## src/rtl/uart_rx_bit_sampler_pkg.sv

```systemverilog
// Shared UART RX definitions: prescale and bit-count widths, the legal
// oversampling ratios, the frame length and small helpers used by the RX datapath.
package uart_rx_bit_sampler_pkg;

    localparam int PRESC_W  = 6;
    localparam int BITCNT_W = 4;

    typedef logic [PRESC_W-1:0]  presc_t;
    typedef logic [BITCNT_W-1:0] bitcnt_t;

    localparam presc_t PRESC_8  = 6'd8;
    localparam presc_t PRESC_16 = 6'd16;
    localparam presc_t PRESC_32 = 6'd32;

    // Start + 8 data + parity + stop; the RX FSM compares BitCnt against this.
    localparam int FRAME_BITS = 11;

    // Map any requested ratio onto a supported one; unsupported values fall back to 8.
    function automatic presc_t legal_prescale(input presc_t req);
        case (req)
            PRESC_16: return PRESC_16;
            PRESC_32: return PRESC_32;
            default:  return PRESC_8;
        endcase
    endfunction

    // Two-out-of-three vote over the mid-bit samples.
    function automatic logic majority3(input logic [2:0] s);
        return (s[0] & s[1]) | (s[0] & s[2]) | (s[1] & s[2]);
    endfunction

endpackage

```

## src/rtl/uart_rx_sync.sv

```systemverilog
// Multi-flop synchroniser for the asynchronous RX line. Flops reset to the
// idle-high level so the FSM never sees a false start bit coming out of reset.
module uart_rx_sync
    import uart_rx_bit_sampler_pkg::*;
#(
    parameter int STAGES = 2
) (
    input  logic CLK,
    input  logic RST,
    input  logic d,
    output logic q
);

    logic [STAGES-1:0] sync_ff;

    // Shift the raw line through the flop chain, idle-high under reset.
    always_ff @(posedge CLK or negedge RST) begin
        if (!RST) begin
            sync_ff <= '1;
        end else begin
            sync_ff <= {sync_ff[STAGES-2:0], d};
        end
    end

    assign q = sync_ff[STAGES-1];

endmodule

```

## src/rtl/uart_rx_bit_sampler.sv

```systemverilog
// UART RX bit sampler: synchronises RX_IN, runs the oversample edge counter and
// the completed-bit counter, captures three mid-bit samples and majority-votes them.
module uart_rx_bit_sampler
    import uart_rx_bit_sampler_pkg::*;
#(
    parameter int SYNC_STAGES = 2,
    parameter int MAX_BITCNT  = 15
) (
    input  logic                CLK,
    input  logic                RST,
    input  logic                RX_IN,
    input  logic [PRESC_W-1:0]  Prescale,
    input  logic                CntEnable,
    output logic [PRESC_W-1:0]  EdgeCnt,
    output logic [BITCNT_W-1:0] BitCnt,
    output logic                BitDone,
    output logic                SampledBit,
    output logic                SampleValid,
    output logic                RxSync
);

    localparam bitcnt_t BITCNT_MAX = bitcnt_t'(MAX_BITCNT);

    logic       en_q;
    logic       en_rise;
    presc_t     presc_q;
    presc_t     presc_eff;
    presc_t     half;
    logic       at_last;
    logic       at_s0;
    logic       at_s1;
    logic       at_s2;
    logic [2:0] samp_q;
    logic [2:0] samp_next;

    uart_rx_sync #(
        .STAGES (SYNC_STAGES)
    ) u_sync (
        .CLK (CLK),
        .RST (RST),
        .d   (RX_IN),
        .q   (RxSync)
    );

    // The first counting cycle already needs the new ratio, so bypass the latch on the rising edge.
    assign en_rise   = CntEnable & ~en_q;
    assign presc_eff = en_rise ? legal_prescale(Prescale) : presc_q;
    assign half      = {1'b0, presc_eff[PRESC_W-1:1]};

    assign at_last = (EdgeCnt == presc_eff - 6'd1);
    assign at_s0   = (EdgeCnt == half - 6'd2);
    assign at_s1   = (EdgeCnt == half - 6'd1);
    assign at_s2   = (EdgeCnt == half);

    assign BitDone = CntEnable & at_last;

    // Track CntEnable and freeze the prescale ratio for the whole enabled window.
    always_ff @(posedge CLK or negedge RST) begin
        if (!RST) begin
            en_q    <= 1'b0;
            presc_q <= PRESC_8;
        end else begin
            en_q <= CntEnable;
            if (en_rise) begin
                presc_q <= legal_prescale(Prescale);
            end
        end
    end

    // Oversample edge counter and saturating completed-bit counter.
    always_ff @(posedge CLK or negedge RST) begin
        if (!RST) begin
            EdgeCnt <= '0;
            BitCnt  <= '0;
        end else if (!CntEnable) begin
            EdgeCnt <= '0;
            BitCnt  <= '0;
        end else if (at_last) begin
            EdgeCnt <= '0;
            if (BitCnt != BITCNT_MAX) begin
                BitCnt <= BitCnt + bitcnt_t'(1);
            end
        end else begin
            EdgeCnt <= EdgeCnt + 6'd1;
        end
    end

    // Next value of the three mid-bit sample registers.
    always_comb begin
        samp_next = samp_q;
        if (!CntEnable) begin
            samp_next = 3'b111;
        end else begin
            if (at_s0) samp_next[0] = RxSync;
            if (at_s1) samp_next[1] = RxSync;
            if (at_s2) samp_next[2] = RxSync;
        end
    end

    // Store samples and publish the voted bit with a one-cycle strobe after the last sample.
    always_ff @(posedge CLK or negedge RST) begin
        if (!RST) begin
            samp_q      <= 3'b111;
            SampledBit  <= 1'b1;
            SampleValid <= 1'b0;
        end else begin
            samp_q      <= samp_next;
            SampleValid <= CntEnable & at_s2;
            if (CntEnable && at_s2) begin
                SampledBit <= majority3(samp_next);
            end
        end
    end

endmodule
```

## config.mk

```make
export PLATFORM = sky130hd
export DESIGN_NAME = uart_rx_bit_sampler
export DESIGN_NICKNAME = d
export VERILOG_FILES = /design/src/rtl/uart_rx_bit_sampler_pkg.sv /design/src/rtl/uart_rx_sync.sv /design/src/rtl/uart_rx_bit_sampler.sv
export SDC_FILE = /design/constraint.sdc
export NUM_CORES = 1
export LEC_CHECK = 0
export CAP_MARGIN = 15
export CELL_PAD_IN_SITES_DETAIL_PLACEMENT = 1
export CELL_PAD_IN_SITES_GLOBAL_PLACEMENT = 1
export CORE_UTILIZATION = 41
export DETAILED_ROUTE_END_ITERATION = 7
export PLACE_DENSITY = 0.79
export RECOVER_POWER = 100
export SYNTH_ARGS = -nofsm -noshare
export SYNTH_HDL_FRONTEND = slang
export SYNTH_SLANG_ARGS = --single-unit
```

## constraint.sdc

```tcl
create_clock -name CLK -period 3.3 [get_ports CLK]
set_input_delay 0.66 -clock CLK [delete_from_list [all_inputs] [get_ports CLK]]
set_output_delay 0.66 -clock CLK [all_outputs]
set_load 0.01 [all_outputs]
```

======== Word-level counts from Yosys, hierarchy flattened ========
Cells that the tools add are included.
storage, ports and cells
  bits of input ports ..................... 10
  flip-flop bits (word level) ............. 24
cells by class
  add/subtract/negate cells ............... 5
  reductions and logical operators ........ 2
  eq/ne operators ......................... 9
  bitwise operators ....................... 9
  muxes and demuxes ....................... 11
operator list
  kind                                                                      number
  6-bit == test                                                             3
  6-bit two-way mux                                                         3
  4-bit two-way mux                                                         3
  6-bit one-hot mux with 2 select lines                                     1
  6-bit by 1-bit adder with 6-bit output (second input constant)            1
  1-bit bitwise AND                                                         6
  6-bit by 5-bit == test with 1-bit output                                  1
  6-bit by 5-bit == test with 1-bit output (second input constant)          1
  6-bit == test (second input constant)                                     1
  5-bit by 1-bit subtractor with 6-bit output (second input constant)       1
  5-bit by 2-bit subtractor with 6-bit output (second input constant)       1
  6-bit by 1-bit subtractor with 6-bit output (second input constant)       1
  4-bit by 1-bit adder with 4-bit output (second input constant)            1
  2-bit by 1-bit inequality test with 1-bit output (second input constant)  2
  4-bit inequality test (second input constant)                             1
  1-bit two-way mux                                                         3
  3-bit two-way mux                                                         1
  1-bit bitwise OR                                                          2
  2-bit AND reduction                                                       1
  1-bit logical AND                                                         1
  1-bit inverter                                                            1

======== Longest topological paths before layout ========
  depth after elaboration ................. 10
  gate-level depth with buffers ........... 13
  gate-level depth less buffers ........... 12

======== Hierarchy ========
Synthesis repeated with hierarchy kept, for this count alone.
second synthesis, totals
  cells, all modules ...................... 171
  area, all modules ....................... 1,595.3 um2
modules (own cells, without submodules)
  module               times used  sequential area each (um2)  area an instance (um2)  cells an instance
  uart_rx_bit_sampler  1           530.5                       1,542.7                 169
  uart_rx_sync         1           52.6                        52.6                    2

======== Worst setup path after synthesis ========
No wires, ideal clock.
  kind .................................... input -> output
  from .................................... input port Prescale[1]
  to ...................................... output port BitDone
  buffers on the path ..................... 0
  setup slack ............................. 86 ps
  cell stages on the path ................. 10
  data arrival time ....................... 2,554 ps
  cells stage by stage .................... nor4_4 -> a21o_1 -> and2_4 -> ha_1 -> inv_1 -> a21oi_1 -> xnor2_1 -> xnor2_1 -> nand4_1 -> nor3_1
on the way
  word-level cells in the longest chain between the ends .. 6
  elaborated cells on any way between the ends .. 7
  those cells by class .................... add/sub (1); eq/ne (3); mux (2); bitwise (1)
RTL lines
  item                                                                       line                           text
  start, declared                                                            uart_rx_bit_sampler.sv:12      input logic [PRESC_W-1:0] Prescale,
  6-bit == test or 6-bit by 5-bit == test with 1-bit output (tied branches)  uart_rx_bit_sampler_pkg.sv:20  case (req)
  6-bit one-hot mux with 2 select lines *                                    uart_rx_bit_sampler_pkg.sv:20
  6-bit two-way mux *                                                        -
  6-bit by 1-bit subtractor with 6-bit output *                              uart_rx_bit_sampler.sv:50      assign at_last = (EdgeCnt == presc_eff - 6'd1);
  6-bit == test *                                                            uart_rx_bit_sampler.sv:50
  1-bit bitwise AND *                                                        uart_rx_bit_sampler.sv:55      assign BitDone = CntEnable & at_last;
  end, declared                                                              uart_rx_bit_sampler.sv:16      output logic BitDone,
Every way passes the cells marked *; elsewhere a longest branch is shown, timed or not.

======== Worst setup path in the final report ========
  from .................................... input port Prescale[5]
  to ...................................... output port BitDone
The elaborated chain is that of the path after synthesis.

==> out/metrics.yaml <==
die_area_um2: 4190
synth_xor_area_frac: 0.114
cts.reportedPaths.clkPinSlew_ns: 0.09
slew_headroom: 0.318
cp.arrival_ns: 2.56
core_um2: 3720
postPlaceCellArea_um2: 2050
dpl.hpwl_mm: 3.39
drv_slew: 0
hp-start: "u_sync.sync_ff[0]$_DFF_PN1_"
dr_total_vias: 1490
rows: 22
crit_required_ns: 2.64
worstSkewPairLatency_ns: 0.27
fin_skew_ns: 0.00776
grt_overflow: 0
end_kind: "output pin"
fmax_mhz: 311
die_h_um: 64.7
start_util: 0.434
cts_tree: "built"
htreeDepth: 1
syn_to_final_growth_pct: 33.5
status: "finished, final reports clean"
critical_path_class: "in -> out"
period_share: 0.976
diodes: 0
synthSimpleGateAreaFrac: 0.210
avgSynthCellArea_um2: 9.54
p_per_area_nw_per_um2: 305
ios: 24
drtIter0Drc: 41
wl_per_cell_um: 17.5
setup_ws_ns: 0.0803
synth_seq_area_share: 0.362
cts_root_buffer: "clkbuf_8"
pre_cts_ws_ns: -0.669
drc_errors: 0
wl_mm: 4.69
drive_gt1_frac: 0.282
viasPerCell: 5.56
cap_violations: 0
yosys_warnings: 0
peakVddDrop_mv: 0.174
setup_violations: 0
grtUsageTotal: 0.236
clockBufferDepth: 2
gp_congestion: 0.887
cts_sinks: 23
hold_depth: 0
grt_max_degree: 22
die_w_um: 64.7
worstRegToRegCells: 15
start_kind: "input port"
cp_max_fo: 3
r2r_end: "BitCnt[3]$_DFFE_PN0P_"
nets: 237
grt_pass1_vias: 1591
min_period_ns: 3.22
drtPass1Iterations: 4
synthAdderAreaFrac: 0.0466
grt_pass1_wl_mm: 7.49
netlist_instances: 169
fin_worst_hold_slack_ns: 0.370
tightest_slew_ns: 1.02
synth_top_family_by_area: "simple AND/OR/NAND/NOR gates"
final_antenna_net_count: 0
ys_types: 49
r2r_slack_ns: 0.42
cts_buffers: 3
antenna_found_initial: 0
hold_class: "reg -> reg"
synth_fp_nets: 185
hold_end: "u_sync.sync_ff[1]$_DFF_PN1_"
final_cell_area_um2: 2150
rr_startpoint: "en_q$_DFF_PN0_"
synthMuxAreaShare: 0.0342
portBuffers: 23
hold_viol_final: 0
p_leak_uw: 0.00101
ys_ff_latch: 23
syn_area_um2: 1610
synth_compound_area_frac: 0.174
[timing repair]
| action | CTS | global route |
|---|---|---|
| setup endpoints to repair | 2 | 2 |
| setup buffers | 3 | 3 |
| hold buffers | 0 | 0 |
| resized for setup | 21 | 6 |
| pin swaps | 8 | 5 |
[routing by layer]
| metal | global-route usage | share of wire |
|---|---|---|
| met5 | 0 | 0 |
| met4 | 0.0806 | 0.010 |
| met3 | 0.0317 | 0.038 |
| met2 | 0.449 | 0.56 |
| met1 | 0.265 | 0.39 |
[worst max-delay path by stage]
stage          slack, ns        start  endpoint  cells after the start
2_1_floorplan       0.09  Prescale[1]   BitDone                     10
3_3_place_gp       -0.63  Prescale[1]   BitDone                     12
3_5_place_dp       -0.67  Prescale[1]   BitDone                     12
4_1_cts             0.03  Prescale[2]   BitDone                     12
5_1_grt            -0.05    CntEnable   BitDone                     11
6_report            0.08  Prescale[5]   BitDone                     11
[metrics by stage]
step	setup TNS, ns	total power (uW)	utilization	cells
finish	0	657	0.579	268
global route	-0.0508	682	0.579	268
CTS	0	656	0.577	265
detailed placement	-1.62	472	0.551	258
global placement	-1.07	462	0.551	258
floorplan	0	401	-	169
[kinds of logic (layout without fill, tap and decap cells)]
group                    Yosys count  count (layout)
AND/OR/NAND/NOR                   61              61
AO/OA/AOI/OAI                     32              32
flip-flops                        23              23
XOR/XNOR                          21              21
buffers and inverters             21              72
adder cells (fa/ha/maj)            6               6
multiplexers                       5               5
[report_power, final]
group | internal (uW) | total, uW | switching (uW)
Sequential | 295 | 311 | 15.8
Combinational | 77.5 | 162 | 84.4
Clock | 86.4 | 184 | 97.8
[state kept, by name, summed over array words and instances (netlist names)]
| signal | count |
|---|---|
| EdgeCnt | 6 |
| presc_q | 6 |
| BitCnt | 4 |
| samp_q | 2 |
| u_sync.sync_ff | 2 |
| SampleValid | 1 |
| SampledBit | 1 |
| en_q | 1 |
[cells in the final DEF, fill, tap and decap left out, drive strengths merged, types with 4 or more instances in the layout]
master	synthesis	layout
dfrtp	17	17
clkbuf	5	12
dlygate4sd2	0	4
inv	14	14
dlygate4sd3	0	15
nor4	5	5
dfstp	6	6
xor2	6	6
ha	6	6
nand2b	4	4
o21ai	5	5
nand2	16	16
mux2i	4	4
xnor2	15	15
nand3	4	4
nor2	13	13
nor3	8	8
buf	2	26
a21oi	6	6
[synthesized netlist by cell type (all sizes together)]
cell     instances  share of area
xor2             6          0.033
nand2           16          0.037
dfrtp           17           0.26
nand4            2         0.0078
o31ai            1         0.0047
a31oi            1         0.0039
nor2            13          0.030
xnor2           15          0.082
inv             14          0.034
a22oi            3          0.026
and4b            1         0.0062
nand2b           4          0.016
a2111oi          1          0.017
o21a             1         0.0047
clkbuf           5          0.012
or4              1         0.0047
nor2b            1         0.0039
a311oi           1         0.0093
a32oi            1         0.0054
nand3            4          0.012
a21oi            6          0.019
buf              2          0.014
nor4             5          0.029
dfstp            6          0.098
o211ai           2         0.0093
a31o             3          0.016
mux2i            4          0.025
nand3b           1         0.0047
ha               6          0.047
nor3             8          0.028
and2             2         0.0093
and4bb           2          0.016
o21ai            5          0.018
a221o            1         0.0062
nand4b           1         0.0054
a211oi           3          0.020
mux2             1         0.0093
o2111ai          1         0.0054
a21o             2         0.0093
[critical path, stage by stage]
cell and delay, ns:
dlygate4sd2_1 0.26, xor2_1 0.16, a21o_1 0.20, and2_4 0.16, ha_2 0.19, a21oi_2 0.16, xnor2_1 0.16, xnor2_1 0.15
nand4_1 0.14, nor3_2 0.17, buf_2 0.15
[cell type report]
type / instances / area, um2
Timing Repair Buffer: 54 / 428
Sequential cell: 23 / 583
Fill cell: 440 / 1560
Clock buffer: 4 / 45.0
Multi-Input combinational cell: 125 / 981
Tap cell: 48 / 60.1
Inverter: 14 / 55.1
Power figures use the tool's default switching activity.
